===== src/rtl/mm_axis_bridge.sv =====
// AXI4 burst reader that streams a linear memory region out as AXI-Stream, splitting at 4 KB / 256-beat limits.
// Build option MM_AXIS_BRIDGE_SKID_EN inserts a registered 2-entry skid buffer between R and the stream.
module mm_axis_bridge #(
    parameter int DATA_WIDTH = 512,
    parameter int KEEP_WIDTH = DATA_WIDTH / 8,
    parameter int ADDR_WIDTH = 34,
    parameter int LEN_WIDTH  = 16,
    parameter int ID_WIDTH   = 6
) (
    input  logic                  clk,
    input  logic                  rst_n,
    input  logic [ADDR_WIDTH-1:0] cmd_addr,
    input  logic [LEN_WIDTH-1:0]  cmd_len,
    input  logic                  cmd_valid,
    output logic                  cmd_ready,
    output logic [ID_WIDTH-1:0]   m_axi_arid,
    output logic [ADDR_WIDTH-1:0] m_axi_araddr,
    output logic [7:0]            m_axi_arlen,
    output logic [2:0]            m_axi_arsize,
    output logic [1:0]            m_axi_arburst,
    output logic                  m_axi_arlock,
    output logic [3:0]            m_axi_arcache,
    output logic [2:0]            m_axi_arprot,
    output logic                  m_axi_arvalid,
    input  logic                  m_axi_arready,
    input  logic [ID_WIDTH-1:0]   m_axi_rid,
    input  logic [DATA_WIDTH-1:0] m_axi_rdata,
    input  logic [1:0]            m_axi_rresp,
    input  logic                  m_axi_rlast,
    input  logic                  m_axi_rvalid,
    output logic                  m_axi_rready,
    output logic [DATA_WIDTH-1:0] m_axis_tdata,
    output logic [KEEP_WIDTH-1:0] m_axis_tkeep,
    output logic                  m_axis_tlast,
    output logic                  m_axis_tvalid,
    input  logic                  m_axis_tready,
    output logic                  busy,
    output logic                  err
);

    localparam int SIZE = $clog2(KEEP_WIDTH);
    localparam int CW   = (LEN_WIDTH > 13) ? LEN_WIDTH : 13;

    typedef enum logic [1:0] {IDLE, AR, RDATA} state_t;

    state_t                state, state_nxt;
    logic                  live;
    logic [ADDR_WIDTH-1:0] addr_q;
    logic [LEN_WIDTH-1:0]  rem_q;
    logic [8:0]            burst_q;
    logic [7:0]            arlen_q;
    logic                  err_q;

    logic                  cmd_fire, cmd_go, r_fire, r_done, last_burst, load;
    logic [ADDR_WIDTH-1:0] cmd_addr_al, addr_nxt, load_addr;
    logic [LEN_WIDTH-1:0]  rem_nxt, load_rem;
    logic [8:0]            load_burst;
    logic                  unused_rid;

    // Beats for one burst: min(remaining, 256, beats left before the next 4 KB page).
    function automatic logic [8:0] burst_beats(input logic [ADDR_WIDTH-1:0] a,
                                               input logic [LEN_WIDTH-1:0]  r);
        logic [12:0]   to_4k;
        logic [CW-1:0] lim;
        to_4k = (13'd4096 - {1'b0, a[11:0]}) >> SIZE;
        lim   = CW'(to_4k);
        if (lim > CW'(256)) lim = CW'(256);
        if (CW'(r) < lim)   lim = CW'(r);
        return 9'(lim);
    endfunction

    assign m_axi_arid    = '0;
    assign m_axi_arsize  = 3'(SIZE);
    assign m_axi_arburst = 2'b01;
    assign m_axi_arlock  = 1'b0;
    assign m_axi_arcache = 4'd0;
    assign m_axi_arprot  = 3'd0;
    assign m_axi_araddr  = addr_q;
    assign m_axi_arlen   = arlen_q;
    assign m_axis_tkeep  = '1;
    assign err           = err_q;
    assign unused_rid    = ^m_axi_rid;

    assign cmd_fire    = cmd_valid && cmd_ready;
    assign cmd_go      = cmd_fire && (cmd_len != '0);
    assign r_fire      = m_axi_rvalid && m_axi_rready;
    assign r_done      = r_fire && m_axi_rlast;
    assign last_burst  = (rem_q == LEN_WIDTH'(burst_q));
    assign cmd_addr_al = cmd_addr & ~ADDR_WIDTH'(KEEP_WIDTH - 1);
    assign addr_nxt    = addr_q + (ADDR_WIDTH'(burst_q) << SIZE);
    assign rem_nxt     = rem_q - LEN_WIDTH'(burst_q);

    // A fresh command and a follow-on burst share one burst-size calculation.
    always_comb begin
        load       = cmd_go || (r_done && !last_burst);
        load_addr  = cmd_go ? cmd_addr_al : addr_nxt;
        load_rem   = cmd_go ? cmd_len : rem_nxt;
        load_burst = burst_beats(load_addr, load_rem);
    end

    always_ff @(posedge clk or negedge rst_n) begin
        // NOTE: sequential state uses non-blocking assignments so every flop samples pre-edge values.
        if (!rst_n) state <= IDLE;
        else        state <= state_nxt;
    end

    always_comb begin
        // NOTE: default assignment first keeps every path assigned, so no latch is inferred.
        state_nxt = state;
        case (state)
            IDLE:    if (cmd_go) state_nxt = AR;
            AR:      if (m_axi_arready) state_nxt = RDATA;
            RDATA:   if (r_done) state_nxt = last_burst ? IDLE : AR;
            default: state_nxt = IDLE;
        endcase
    end

    // live holds cmd_ready low until the first edge after reset release.
    always_ff @(posedge clk or negedge rst_n) begin
        if (!rst_n) begin
            live    <= 1'b0;
            addr_q  <= '0;
            rem_q   <= '0;
            burst_q <= '0;
            arlen_q <= '0;
            err_q   <= 1'b0;
        end else begin
            live <= 1'b1;
            if (load) begin
                addr_q  <= load_addr;
                rem_q   <= load_rem;
                burst_q <= load_burst;
                arlen_q <= 8'(load_burst - 9'd1);
            end
            if (cmd_fire)                        err_q <= 1'b0;
            else if (r_fire && m_axi_rresp != 2'b00) err_q <= 1'b1;
        end
    end

`ifdef MM_AXIS_BRIDGE_SKID_EN
    logic [DATA_WIDTH-1:0] skid_data [2];
    logic [1:0]            skid_last;
    logic                  skid_wr, skid_rd, t_fire;
    logic [1:0]            skid_cnt;

    assign t_fire = m_axis_tvalid && m_axis_tready;

    always_ff @(posedge clk or negedge rst_n) begin
        if (!rst_n) begin
            skid_wr   <= 1'b0;
            skid_rd   <= 1'b0;
            skid_cnt  <= 2'd0;
            skid_last <= 2'b00;
        end else begin
            if (r_fire) begin
                skid_wr            <= ~skid_wr;
                skid_last[skid_wr] <= m_axi_rlast && last_burst;
            end
            if (t_fire) skid_rd <= ~skid_rd;
            skid_cnt <= skid_cnt + 2'(r_fire) - 2'(t_fire);
        end
    end

    // NOTE: payload storage has no reset; skid_cnt alone decides which entries are valid.
    always_ff @(posedge clk) begin
        if (r_fire) skid_data[skid_wr] <= m_axi_rdata;
    end
`endif

    always_comb begin
        cmd_ready     = live && (state == IDLE);
        m_axi_arvalid = (state == AR);
`ifdef MM_AXIS_BRIDGE_SKID_EN
        m_axi_rready  = (state == RDATA) && (skid_cnt != 2'd2);
        m_axis_tvalid = (skid_cnt != 2'd0);
        m_axis_tdata  = skid_data[skid_rd];
        m_axis_tlast  = (skid_cnt != 2'd0) && skid_last[skid_rd];
        busy          = (state != IDLE) || (skid_cnt != 2'd0);
`else
        m_axi_rready  = (state == RDATA) && m_axis_tready;
        m_axis_tvalid = (state == RDATA) && m_axi_rvalid;
        m_axis_tdata  = m_axi_rdata;
        m_axis_tlast  = (state == RDATA) && m_axi_rvalid && m_axi_rlast && last_burst;
        busy          = (state != IDLE);
`endif
    end

endmodule


===== config.mk =====
export PLATFORM = sky130hd
export DESIGN_NAME = mm_axis_bridge
export DESIGN_NICKNAME = d
export VERILOG_FILES = /design/src/rtl/mm_axis_bridge.sv
export SDC_FILE = /design/constraint.sdc
export NUM_CORES = 1
export LEC_CHECK = 0
export ABC_AREA = 1
export BUFFER_PORTS_ARGS = -buffer_cell sky130_fd_sc_hd__buf_2
export CAP_MARGIN = 5
export CORE_AREA = 8 8 472 474
export CTS_BUF_LIST = sky130_fd_sc_hd__clkbuf_16
export CTS_CLUSTER_SIZE = 12
export DETAILED_ROUTE_END_ITERATION = 8
export DIE_AREA = 0 0 480 482
export SLEW_MARGIN = 40
export SYNTH_ARGS = -nofsm -noshare
export SYNTH_HDL_FRONTEND = slang
export SYNTH_SLANG_ARGS = --single-unit

===== constraint.sdc =====
create_clock -name clk -period 3.3 [get_ports clk]
set_input_delay 0.825 -clock clk [delete_from_list [all_inputs] [get_ports clk]]
set_output_delay 0.825 -clock clk [all_outputs]
set_load 0.005 [all_outputs]

=== After elaboration in Yosys (flattened, before gate mapping) ===
Index checks and enable logic that the tools add are counted.

* Add/sub/neg operators: 4
* $lt $le $gt $ge: 2
* Equality and inequality tests: 6
* Mux-type cells: 11
* Reduce and logical (&&, ||, !) cells: 19

{| class="wikitable"
|+ Operator list
! operator !! number
|-
| $add A34 B15 Y34 || 1
|-
| $mux W34 || 1
|-
| $mux W9 || 2
|-
| $eq A16 B9 Y1 || 1
|-
| $lt A16 B9 Y1 || 1
|-
| $mux W16 || 1
|-
| $reduce_bool A16 Y1 || 1
|-
| $sub A16 B9 Y16 || 1
|-
| $sub A13 B12 Y13 const A || 1
|-
| $logic_and A1 B1 Y1 || 11
|-
| $gt A7 B9 Y1 const B || 1
|-
| $sub A8 B1 Y8 const B || 1
|-
| $mux W2 || 3
|-
| $pmux W2 S3 || 1
|-
| $reduce_bool A2 Y1 || 3
|-
| $ne A2 B2 Y1 const B || 2
|-
| $mux W1 || 3
|-
| $reduce_and A3 Y1 || 1
|-
| $eq A2 B1 Y1 const B || 1
|-
| $eq A2 B2 Y1 const B || 1
|-
| $logic_not A2 Y1 || 1
|-
| $ne A2 B1 Y1 const B || 1
|-
| $logic_not A1 Y1 || 1
|-
| $logic_or A1 B1 Y1 || 1
|}

* Flip-flop bits (word level): 71
* Input bits: 577
* Output and inout port bits: 644
* Word-level logic and storage cells: 49

=== Longest topological paths before layout ===
* Word-level depth: 11
* Depth in mapped cells: 30
* Depth with buffers taken out: 28

=== Worst setup path after synthesis ===
OpenSTA, ideal clock, no wires.

* Kind: input to register
* From: input port cmd_len[1]
* To: register arlen_q[4], in the netlist m_axi_arlen[4]
* Library setup time: 0.123 ns
* Data arrival time: 3.674 ns
* Data required time: 3.177 ns
* Path slack: -0.498 ns
* Stages on the path: 27
* Path buffers: 2
* Path through: nor2_1 > nand2_1 > nor2_1 > nand2_1 > nand2_4 > inv_2 > buf_2 > nand2_1 > nand2_1 > nor2_1 > nand4_2 > or2_4 > ha_1 > nand3_1 > nand2_1 > nor2_1 > nand2_1 > nor2_4 > nand2_4 > buf_6 > nand2_1 > nand2_2 > ha_1 > nand2_1 > nor2_2 > nor2_1 > a21oi_1

* Longest elaborated chain between the ends: 9
* Elaborated cells between the ends (all ways): 11
* Those cells by class: add/sub: 2; order compare: 2; mux: 4; reduce/logical: 3

{| class="wikitable"
|+ RTL lines
! item !! RTL line !! source
|-
| start, declared || 13 || <nowiki>input logic [LEN_WIDTH-1:0] cmd_len,</nowiki>
|-
| $reduce_bool A16 Y1 || 85 || <nowiki>assign cmd_go = cmd_fire && (cmd_len != '0);</nowiki>
|-
| $logic_and A1 B1 Y1 || 85 ||
|-
| $mux W34 || 96 || <nowiki>load_addr = cmd_go ? cmd_addr_al : addr_nxt;</nowiki>
|-
| $sub A13 B12 Y13 || 65 || <nowiki>to_4k = (13'd4096 - {1'b0, a[11:0]}) >> SIZE;</nowiki>
|-
| $gt A7 B9 Y1 || 67 || <nowiki>if (lim > CW'(256)) lim = CW'(256);</nowiki>
|-
| $mux W9 || 67 ||
|-
| $lt A16 B9 Y1 || 68 || <nowiki>if (CW'(r) < lim) lim = CW'(r);</nowiki>
|-
| $mux W9 || 68 ||
|-
| $sub A8 B1 Y8 || 133 || <nowiki>arlen_q <= 8'(load_burst - 9'd1);</nowiki>
|-
| end signal, assigned || 133 ||
|-
| end, declared || 51 || <nowiki>logic [7:0] arlen_q;</nowiki>
|}

Several ways; a longest one is shown, not always the timed one.
A chain may end at the register's enable or synchronous reset.

=== Worst setup path in the final report ===
* From: input port cmd_len[12]
* To: register arlen_q[6], in the netlist m_axi_arlen[6]

The elaborated chain is that of the path after synthesis.

==> results_dict.tcl <==
set metrics [dict create \
    synth_cells 1361 \
    layout_commonest_cell "nand2_1" \
    grt_setup_unrepaired "yes" \
    path_class "in2reg" \
    fin_util_pct 5.38 \
    fin_crit_ns 3.57 \
    whs_ns 0.463 \
    wire_per_inst_um 40.9 \
    timing.final.ws_setup_ns -0.267 \
    grt_max_degree 60 \
    portBuffers 101 \
    switching_share_pct 47.9 \
    slew_headroom_pct 53.1 \
    rows 171 \
    die_area_um2 231000 \
    path_max_fanout 6 \
    start_util_pct 4.48 \
    p_switching_mw 5.02 \
    crit_path_end_kind "register" \
    grt.overflow.total 0 \
    critPathBufInv 6 \
    startpoint_type "input pin" \
    coreArea_um2 216000 \
    vias_per_cell 1.88 \
    cts_sinks 71 \
    worst_slew_pin_slew_ns 0.703 \
    place.gp.congestion 0.861 \
    dp_hpwl_um 156000 \
    vdd_drop_max_mv 0.443 \
    ys_top_cells_by_area "buf_4 46%, dfrtp_1 18%, nand2_1 9.4%" \
    fin_crit_sh_pct 108 \
    p_clk_share_pct 12.0 \
    track_usage_pct 13.3 \
    synth_top_area_share_pct 46.2 \
    fp.dieH_um 482 \
    drt-initial-drc-count 323 \
    p_comb_share_pct 73.0 \
    path_clk_slew_ns 0.07 \
    slowest_delay_ns 0.29 \
    nets 1693 \
    max_freq_mhz 280 \
    htree_levels 3 \
    synth_warnings 0 \
    cp.required_ns 3.58 \
    fin_total_pwr_mw 10.5 \
    grt_pass1_wl_um 176000 \
    violations "setup timing" \
    grt_pass1_vias 7088 \
    drv_cap 0 \
    skew_ns 0.0155 \
    cts_tree "done" \
    io_pins 1221 \
    hp-class "in2async" \
    vias 7477 \
    synth_seq_area_share_pct 18.4 \
    drcViolationCount 0 \
    fp.dieW_um 480 \
    slew_violations 0 \
    synth-seq-cells 71 \
    firstDrtPassIters 5 \
    drive_gt1_share_pct 33.5 \
    fin_cells 3976 \
    seqPwrFrac_pct 15.0 \
    cts_made_buffers 9 \
    cp.arrival_ns 3.84 \
    crit_family "simple AND/OR/NAND/NOR gates" \
    intPower_mw 5.45 \
    crit_path_frequent_cell "nor2_4" \
    hold_viol 0 \
    cellLeakagePower_nw 4.37 \
    cts_buffer_depth 2 \
    worstSkewPairLatency_ns 0.40 \
    antenna_found_initial 10 \
    cts-root-buf "clkbuf_16" \
    dp.cells 3912 \
    synth_top_area_cell "buf_4" \
    ctsHoldBuffers 0 \
    critical_path.slowest_cell "or2_4" \
    avgSynthCellArea_um2 7.10 \
    antenna_left 0 \
    outcome "finished with violations" \
    p_per_area_nw_per_um2 903 \
    area_growth_pct 20.0 \
    syn_area_um2 9660 \
    final_cell_mix "221 x nand2_1, 128 x buf_4, 99 x buf_2, 93 x inv_1, 84 x conb_1" \
    wl_um 163000 \
    synth.distinct_cells 42 \
    finalSetupViolCount 13 \
    dp_worst_setup_slack_ns -1.01 \
]
-- power groups by stage --
| stage | combinational (mW) | clock [mW] | sequential, mW |
|---|---|---|---|
| global route | 8.35 | 1.31 | 1.62 |
| floorplan | 4.05 | 0 | 1.50 |
| global placement | 6.35 | 0 | 1.57 |
| CTS | 7.21 | 1.31 | 1.57 |
| detailed placement | 6.33 | 0 | 1.57 |
| finish | 7.64 | 1.25 | 1.57 |
-- cell usage after synthesis (all sizes together) --
cell,number
a31oi,5
dfrtp,71
or2,8
nand2,249
o21ai,63
nor2,80
xnor2,5
nor4,1
o221ai,6
buf,600
clkbuf,15
inv,105
xor2,10
mux2i,2
nand3b,1
a21oi,18
conb,2
o21a,1
nor3,9
o21bai,3
o211ai,10
nand4,12
nand3,54
nor3b,1
fa,2
o31ai,2
a21boi,1
ha,25
-- kinds of logic (layout without fill, tap and decap cells) --
logic type                 count (synthesis)  in the layout  share of synthesized area (%)
DFF                                       71             71                           18.4
xor gates and xnor gates                  15             15                           1.36
muxes                                      2              2                          0.337
and+or+nand+nor                          415            415                           18.3
buffers and inverters                    720            371                           51.4
AOI/OAI and AO/OA                        109            109                           6.54
other                                      2            112                         0.0778
adders and majority gates                 27             27                           3.65
-- metrics by stage --
stage	setup TNS (ns)	area (µm²)
2_1_floorplan	-2.37	10000
3_3_place_gp	-13.39	10600
3_5_place_dp	-12.66	10600
4_1_cts	-2.28	11400
5_1_grt	-4.84	11600
6_report	-2.16	11600
-- state kept, by name (all words and copies together) (netlist names) --
name,flops
state,2
m_axi_arlen,8
rem_q,16
burst_q,9
live,1
m_axi_araddr,34
err,1
-- routing by layer --
metal	track usage, %	share of wire [%]	up-vias
met3	28.8	46	307
met2	19.5	41	1118
li1	-	-	3051
met5	0.642	0.14	-
met1	2.43	6.6	2987
met4	7.00	6.1	14
-- worst paths after layout --
check	start	endpoint	slack, ns	cells past startpoint
hold / removal	rst_n	m_axi_araddr[20]$_DFFE_PN0P_	0.46	1
hold reg to reg	rem_q[0]$_DFFE_PN0P_	rem_q[0]$_DFFE_PN0P_	0.49	2
setup reg to reg	state[1]$_DFFE_PN0P_	m_axi_arlen[6]$_DFFE_PN0P_	-0.25	25
setup / recovery	cmd_len[12]	m_axi_arlen[6]$_DFFE_PN0P_	-0.27	27
min in group clk	rem_q[0]$_DFFE_PN0P_	rem_q[0]$_DFFE_PN0P_	0.49	2
max in group asynchronous	rst_n	m_axi_araddr[28]$_DFFE_PN0P_	2.17	2
-- final cells by class --
class	count	area, µm²
Fill cell	25700	204000
Multi-Input combinational cell	652	3640
Tap cell	2854	3570
Timing Repair Buffer	250	1790
Sequential cell	71	1780
Inverter	105	394
Clock buffer	9	225
Clock inverter	7	119
Antenna cell	28	70.1
-- timing repair --
| item | CTS | global route |
|---|---|---|
| resized for setup | 61 | 44 |
| gates cloned | 1 | 0 |
| pin swaps | 34 | 32 |
| buffers inserted | 16 | 6 |
| endpoints found under the setup margin | 19 | 27 |
Power figures use the tool's default switching activity.
